$ cat src/rtl/sram_access_seq.sv
// Sequencer that turns FSM rw/valid requests into precharge / wordline / write-or-sense
// cycles on a small internal word-organised SRAM. Optional parity: define SRAM_PARITY_EN.
module sram_access_seq #(
  parameter int DATA_W = 8,
  parameter int ADDR_W = 2
) (
  input  logic                      clk,
  input  logic                      rst_n,
  input  logic                      rw,
  input  logic                      valid,
  input  logic [ADDR_W-1:0]         addr,
  input  logic [DATA_W-1:0]         din,
  output logic [DATA_W-1:0]         dout,
  output logic                      dout_valid,
  output logic                      busy,
  output logic                      pre,
  output logic [(2**ADDR_W)-1:0]    wl,
  output logic                      we
`ifdef SRAM_PARITY_EN
  , output logic                    parity_err
`endif
);

  localparam int DEPTH = 2**ADDR_W;
  localparam logic [DEPTH-1:0] WL_ONE = {{(DEPTH-1){1'b0}}, 1'b1};

  typedef enum logic [1:0] {IDLE, PRECHARGE, ACCESS, SENSE} state_t;

  state_t              state_q, state_d;
  logic                armed_q, armed_d;
  logic                accept;
  logic                cap_rw_q;
  logic [ADDR_W-1:0]   cap_addr_q;
  logic [DATA_W-1:0]   cap_din_q;
  logic [DATA_W-1:0]   mem_q [DEPTH];
  logic [DATA_W-1:0]   dout_q;
  logic                dout_valid_q;

  function automatic logic even_par(input logic [DATA_W-1:0] w);
    return ^w;
  endfunction

  always_ff @(posedge clk or negedge rst_n) begin
    if (!rst_n) begin
      state_q <= IDLE;
      armed_q <= 1'b1;
    end else begin
      state_q <= state_d;
      armed_q <= armed_d;
    end
  end

  // A request is taken only from IDLE and only once per valid-high episode.
  always_comb begin
    state_d = state_q;
    armed_d = armed_q;
    accept  = 1'b0;
    case (state_q)
      IDLE: begin
        if (valid && armed_q) begin
          accept  = 1'b1;
          state_d = PRECHARGE;
        end
      end
      PRECHARGE: state_d = ACCESS;
      ACCESS:    state_d = cap_rw_q ? IDLE : SENSE;
      SENSE:     state_d = IDLE;
      default:   state_d = IDLE;
    endcase
    if (!valid) begin
      armed_d = 1'b1;
    end else if (accept) begin
      armed_d = 1'b0;
    end
  end

  assign busy = (state_q != IDLE);
  assign pre  = (state_q == PRECHARGE);
  assign wl   = ((state_q == ACCESS) || (state_q == SENSE)) ? (WL_ONE << cap_addr_q) : '0;
  assign we   = (state_q == ACCESS) && cap_rw_q;
  assign dout       = dout_q;
  assign dout_valid = dout_valid_q;

`ifdef SRAM_PARITY_EN
  logic [DEPTH-1:0] par_q;
  logic             parity_err_q;
  assign parity_err = parity_err_q;
`endif

  always_ff @(posedge clk or negedge rst_n) begin
    if (!rst_n) begin
      cap_rw_q     <= 1'b0;
      cap_addr_q   <= '0;
      cap_din_q    <= '0;
      dout_q       <= '0;
      dout_valid_q <= 1'b0;
      for (int i = 0; i < DEPTH; i++) begin
        mem_q[i] <= '0;
      end
`ifdef SRAM_PARITY_EN
      par_q        <= '0;
      parity_err_q <= 1'b0;
`endif
    end else begin
      dout_valid_q <= 1'b0;
`ifdef SRAM_PARITY_EN
      parity_err_q <= 1'b0;
`endif
      if (accept) begin
        cap_rw_q   <= rw;
        cap_addr_q <= addr;
        cap_din_q  <= din;
      end
      // Write commits as ACCESS ends; reads latch the word as SENSE ends.
      if ((state_q == ACCESS) && cap_rw_q) begin
        mem_q[cap_addr_q] <= cap_din_q;
`ifdef SRAM_PARITY_EN
        par_q[cap_addr_q] <= even_par(cap_din_q);
`endif
      end
      if (state_q == SENSE) begin
        dout_q       <= mem_q[cap_addr_q];
        dout_valid_q <= 1'b1;
`ifdef SRAM_PARITY_EN
        parity_err_q <= even_par(mem_q[cap_addr_q]) != par_q[cap_addr_q];
`endif
      end
    end
  end

endmodule
$ cat config.mk
export PLATFORM = sky130hd
export DESIGN_NAME = sram_access_seq
export DESIGN_NICKNAME = d
export VERILOG_FILES = /design/src/rtl/sram_access_seq.sv
export SDC_FILE = /design/constraint.sdc
export NUM_CORES = 1
export LEC_CHECK = 0
export ABC_AREA = 1
export BUFFER_PORTS_ARGS = -buffer_cell sky130_fd_sc_hd__buf_2
export CELL_PAD_IN_SITES_DETAIL_PLACEMENT = 1
export CELL_PAD_IN_SITES_GLOBAL_PLACEMENT = 1
export CORE_ASPECT_RATIO = 0.75
export CORE_MARGIN = 4
export CORE_UTILIZATION = 39
export DETAILED_ROUTE_END_ITERATION = 7
export PLACE_DENSITY = 0.8
export SLEW_MARGIN = 10
export SYNTH_ARGS = -nofsm -noshare
export SYNTH_HDL_FRONTEND = slang
export SYNTH_SLANG_ARGS = --single-unit
$ cat constraint.sdc
create_clock -name clk -period 1.3 [get_ports clk]
set_input_delay 0.13 -clock clk [delete_from_list [all_inputs] [get_ports clk]]
set_output_delay 0.13 -clock clk [all_outputs]
set_load 0.01 [all_outputs]
==> results of run 1 <==
[layer usage]
metal | vias to the layer above | GRT usage | wire [um]
li1 | 1016 | - | -
met1 | 1018 | 0.267 | 3350
met2 | 57 | 0.282 | 3750
met3 | 4 | 0.0332 | 396
met4 | 0 | 0.0363 | 43
met5 | - | 0 | 0
[cells by family after synthesis]
group,after synthesis,synth area share
flip-flops,55,0.547
buffers and inverters,27,0.0576
AO/OA/AOI/OAI,43,0.124
AND/OR/NAND/NOR,162,0.272
[power breakdown]
group | leakage (nW) | switching [W] | total, W | internal (W)
registers | 0.707 | 0.000526 | 0.00299 | 0.00246
clock network | 0.0412 | 0.000602 | 0.000981 | 0.000379
logic | 0.954 | 0.00245 | 0.00416 | 0.00172
[state kept, by name, summed over array words and instances, names as in the netlist]
signal,cells
dout,8
dout_valid,1
cap_addr_q,2
cap_din_q,8
cap_rw_q,1
mem_q,32
armed_q,1
state_q,2
[cell type report]
type,instances,area [um^2]
clock buffer,6,72.6
sequential,55,1380
tap,81,101
fill,745,3020
multi-input combinational,207,1150
timing repair buffer,59,488
clock inverter,2,12.5
inverter,16,66.3
[what timing repair did]
action	CTS	global route
pin swaps	3	19
hold buffers	2	0
resized for setup	13	46
setup endpoints to repair	11	57
gates cloned	1	2
buffers inserted	6	11
hold endpoints to repair	20	0
[cells in the mapped netlist (all sizes together)]
library cell    n
nand3           1
nor3            4
clkinv          1
o31ai           1
nand2         150
dfrtp          54
o21ai          42
clkbuf          2
buf             9
inv            15
dfstp           1
nor2            7
[worst min-delay path: cells and delay by family]
family | cells | cell delay [ps]
AOI/OAI and AO/OA | 1 | 60
buffers and inverters | 1 | 70
and+or+nand+nor | 1 | 40
[through the flow]
| stage | cell area [um^2] | power [W] |
|---|---|---|
| 4_1_cts | 3010 | 0.00725 |
| 2_1_floorplan | 2520 | 0.00491 |
| 3_5_place_dp | 2790 | 0.00599 |
| 3_3_place_gp | 2790 | 0.00582 |
| 5_1_grt | 3270 | 0.00872 |
| 6_report | 3270 | 0.00813 |
[worst min path at each step]
stage	cells past startpoint	end	start
finish	3	cap_din_q[0]	din[0]
detailed placement	1	dout[4]	rst_n
CTS	3	cap_rw_q	rw
global placement	1	dout[0]	rst_n
floorplan	0	cap_addr_q[0]	rst_n
global route	3	cap_din_q[2]	din[2]
==> metrics.txt, run 1 <==
Worst setup endpoint=dout[6]; Via density=between 4 and 5; ratio of cells with drive above 1 in the final layout=0.420; min Tclk post-route=roughly 1400 ps; Post-Place Worst Slack=-1.76 ps; r2r startpoint=cap_addr_q[0]; Reg2Reg Depth=9; Cell variety after synth=21; Initial Utilization=0.401; die area=~7800 um^2; Final #Nets=~360; commonest cells after routing, fill and taps aside=nand2_1, dfrtp_1, nand2_2, buf_2, o21ai_2; port bufs=29; vias in the first global route=approximately 2,100; largest net degree at the start of global routing=47; startpoint types=flip-flop; YS warnings=0; post-DP HPWL=~4400 um; initial antenna violation count=0; GR Overflow Total=0; commonest non-fill, non-tap cell in the layout=nand2_1; Final Hold Viols=0; Post-Syn Instances=~290; pwr/cell area=roughly 2500 nW/um^2; WP buf/inv=3; Total GRT Usage=0.182; P&R area growth vs syn=29.8%; Sink Count=55; worst vdd ir=0.993 mV; Routability Congestion=0.819; Slowest cell on crit path=dfrtp_2; insertion delay to the later sink of the worst-skew pair=~320 ps; WL/cell=around 18 um; mapped cell area=2520 um^2; H-Tree Depth=2; reg-to-reg critical path endpoint=dout[6]; CTS tree=yes; post-synthesis sequential area ratio=0.547; Finished Layout Cells=around 430; Crit path depth=9; kind of critical path=flip-flop to flip-flop; post-layout util=0.520; most frequent CP cell=nand2_1; Synth Register Bits=55; clock skew=between 10 and 15 ps; synthesized area per cell=8.78 um^2; Crit. End Element=flip-flop; global-route wire length before repair=~11,000 um; final setup vio count=16; total routed wirelength=between 7000 and 8000 um; ranking of synthesized cells by area=dfrtp_1, nand2_1, o21ai_2; DR DRC count=0; total core area=6290 um^2; via count=around 2,100; Synth area leader=dfrtp_1; Arrival @ worst endpoint=between 1500 and 2000 ps; violated checks=negative setup slack; ANT cells=0; CP max FO=7; DRT iter0 DRCs=about 110; Max-slew headroom=0.803; Min Hold Slack=around 11 ps; Pleak=between 1.5 and 2 nW; Inserted Clock Buffers=5; actual slew at the worst max-slew pin=295 ps; fmax=a little over 0.7 GHz; unrepaired setup endpoints after global routing=yes; Slew Viols, Final=0; setup_tns=-503 ps; dpl cells=roughly 400; Crit path max-delay family=flip-flops; Worst path max stage delay=450 ps; clock-pin slew on the worst setup and hold paths=between 100 and 150 ps; Root Driver=clkbuf_8; area share of the largest cell type after synthesis=0.536; syn nets=between 300 and 400; WP data required=1510 ps; # IOs=30; die height=77.6 um; Reg2Reg Setup Slack=-80 ps; Final ANT Viol Nets=0; Max clock buf depth=2; outcome=finished with violations; crit-path cells=buf_6, buf_6, clkbuf_16, nand2_1, nand2_1, nand2_1, nand2_1, nand2_1, nand2_1; Tcrit/Tclk final=1.06; row cnt=25; HP Class=primary input to flip-flop; Die X=just over 100 um; Final WS setup=-80.0 ps; drt first pass iters=4; max cap viols=0; CP startpoint=cap_addr_q[0]
No activity file was read; power rests on OpenSTA's default activity.
==> run 2: changes to the inputs <==
--- a/config.mk
+++ b/config.mk
@@ -5,14 +5,14 @@
 export SDC_FILE = /design/constraint.sdc
 export NUM_CORES = 1
 export LEC_CHECK = 0
-export ABC_AREA = 1
-export BUFFER_PORTS_ARGS = -buffer_cell sky130_fd_sc_hd__buf_2
 export CELL_PAD_IN_SITES_DETAIL_PLACEMENT = 1
 export CELL_PAD_IN_SITES_GLOBAL_PLACEMENT = 1
 export CORE_ASPECT_RATIO = 0.75
 export CORE_MARGIN = 4
-export CORE_UTILIZATION = 39
+export CORE_UTILIZATION = 46
 export DETAILED_ROUTE_END_ITERATION = 7
+export DONT_BUFFER_PORTS = 1
+export GPL_ROUTABILITY_DRIVEN = 0
 export PLACE_DENSITY = 0.8
 export SLEW_MARGIN = 10
 export SYNTH_ARGS = -nofsm -noshare
==> run 2 against run 1 <==
The flow finishes with violations (negative hold slack, negative setup slack). Register-to-register slack lost 150 ps. Cell count shrank 38%. Global-route usage grew 2.5 points. Critical path type unchanged.
==> metrics.txt, run 2 <==
outcome=finished with violations; violated checks=negative hold slack, negative setup slack; DRT iter0 DRCs=47; Crit. End Element=flip-flop; final setup vio count=between 50 and 60; actual slew at the worst max-slew pin=216 ps; GR Overflow Total=0; WL/cell=roughly 25 um; fillers=~460; Arrival @ worst endpoint=about 1700 ps; Worst path max stage delay=roughly 420 ps; unrepaired setup endpoints after global routing=yes; via count=approximately 1,500; total routed wirelength=~6500 um; Cell variety after synth=25; Max-slew headroom=0.852; largest net degree at the start of global routing=56; Total GRT Usage=0.207; commonest non-fill, non-tap cell in the layout=dfrtp_1; # IOs=30; die height=~70 um; port bufs=0; max cap viols=0; Initial Utilization=0.474; syn nets=176; CP max FO=4; Synth top cells by count=dfrtp_1, mux2_2, mux2i_1, nand2_1, o221ai_1; die area=around 6300 um^2; Final ANT Viol Nets=0; fmax=approximately 0.65 GHz; post-layout util=0.625; P&R area growth vs syn=31.8%; area share of the largest cell type after synthesis=0.582; CTS tree=yes; total core area=approximately 4900 um^2; Final #Nets=between 200 and 250; share of flip-flops with an asynchronous set or reset=1.00; min Tclk post-route=about 1500 ps; Final WS setup=-233 ps; Gate power share=0.445; Via density=roughly 5.7; pwr/cell area=between 2000 and 2500 nW/um^2; startpoint types=flip-flop; Pleak=between 1 and 1.5 nW; Post-Place Worst Slack=-209 ps; setup_tns=-8090 ps; post-DP HPWL=3450 um; P_sw=between 0.002 and 0.003 W; synthesized area per cell=14.3 um^2; clock skew=between 7 and 8 ps; Synth Register Bits=55; vias in the first global route=between 1,500 and 2,000; insertion delay to the later sink of the worst-skew pair=300 ps; Min Hold Slack=-489 ps; ratio of cells with drive above 1 in the final layout=0.488; sw frac=0.353; Post-synth EDFFs=0; Clock Power Share=0.122; Slowest cell on crit path=dfrtp_1; ranking of synthesized cells by area=dfrtp_1, mux2_2, mux2i_1; clock-pin slew on the worst setup and hold paths=approximately 100 ps; Root Driver=clkbuf_8; WP data required=1480 ps; worst vdd ir=between 1 and 1.5 mV; Synth area leader=dfrtp_1; drt first pass iters=4; global-route wire length before repair=about 10,000 um; HP Class=primary input to asynchronous set/reset pin; Inserted Clock Buffers=5; Seq pwr share=0.433; post-synthesis sequential area ratio=0.593; Tcrit/Tclk final=1.18; commonest cells after routing, fill and taps aside=dfrtp_1, mux2_4, mux2_2, buf_4, mux2i_1; post-cts hold buffer count=12; H-Tree Depth=2; Final Hold Viols=55; mapped cell area=approximately 2300 um^2; predominant post-synthesis flop cell=dfrtp_1; Sink Count=55; Top reg by flops=mem_q; row cnt=22; YS warnings=0; Post-Syn Instances=between 150 and 200; Slew Viols, Final=0; Die X=~90 um; kind of critical path=flip-flop to flip-flop; Int Pwr=approximately 0.0048 W; top-count cell post-synth=dfrtp_1; DR DRC count=0; Max clock buf depth=2; crit-path cells=and3b_1, nor3b_4, buf_6, mux2_4; initial antenna violation count=0; ANT cells=0; max reg flops=32
-- run 2: cell count changes after synthesis, sizes merged, moves of 2 or more --
cell / delta
inv: -13
nor2: -5
buf: -2
o221ai: +8
o21ai: -41
mux2: +43
and3b: +2
and3: +2
nand2: -138
mux2i: +16
nor3: -3
o21bai: +2
nor3b: +2
-- run 2: final cells by class --
type	count	area, um^2	share of cell area
timing repair buffer	40	388	0.127
tap	60	75.1	0.0245
inverter	2	7.51	0.00245
multi-input combinational	98	1130	0.369
clock buffer	8	80.1	0.0262
sequential	55	1380	0.451
-- run 2: routing by layer --
| layer | vias to the layer above | part of all wire | GRT usage |
|---|---|---|---|
| met5 | - | 0 | 0 |
| met4 | 0 | 0.015 | 0.0458 |
| met3 | 6 | 0.039 | 0.0412 |
| met2 | 33 | 0.55 | 0.382 |
| met1 | 806 | 0.40 | 0.251 |
| li1 | 665 | - | - |
-- run 2: through the flow --
step	instance area (um^2)	total power [W]	hold slack [ps]	cells
after floorplan	2350	0.00457	-166	162
after global placement	2510	0.00511	-163	233
after detailed placement	2510	0.00531	-164	233
after CTS	2990	0.00703	-494	263
after global routing	3060	0.00781	-509	263
final	3060	0.00742	-489	263
-- run 2: timing repair --
item / CTS / global route
resized for setup: 52 / 16
endpoints found under the hold margin: 67 / 55
cloned: 1 / 0
setup endpoints to repair: 56 / 59
buffers inserted: 9 / 1
pin swaps: 5 / 2
-- run 2: kinds of logic (layout without fill, tap and decap cells) --
family          count (synthesis)  in the layout  share of synthesized area
compound gates                 11             11                     0.0388
buf+inv                        10             50                     0.0205
flops                          55             55                      0.593
mux                            59             59                      0.277
simple gates                   27             28                     0.0705
-- run 2: final timing paths --
check	start	to	slack [ps]	depth (start not counted)
worst max-delay path	state_q[0]	mem_q[27]	-230	4
worst min-delay path	rst_n	mem_q[8]	-490	0
worst max register to register	state_q[0]	mem_q[27]	-230	4
worst min register to register	mem_q[4]	mem_q[4]	520	1
max in group asynchronous	rst_n	armed_q	1610	0
min in group clk	valid	cap_din_q[4]	270	2
-- run 2: worst max-delay path: cells and delay by family (launching register included) --
family | cells | cell delay (ps)
multiplexers | 1 | 300
AND/OR/NAND/NOR | 2 | 530
flip-flops | 1 | 420
buffers and inverters | 1 | 170
-- run 2: power by group through the flow --
stage | combinational [W] | sequential (W) | clock (W)
finish | 0.00330 | 0.00321 | 0.000907
global route | 0.00349 | 0.00332 | 0.00100
CTS | 0.00296 | 0.00314 | 0.000931
detailed placement | 0.00215 | 0.00316 | 0
global placement | 0.00202 | 0.00309 | 0
floorplan | 0.00168 | 0.00289 | 0
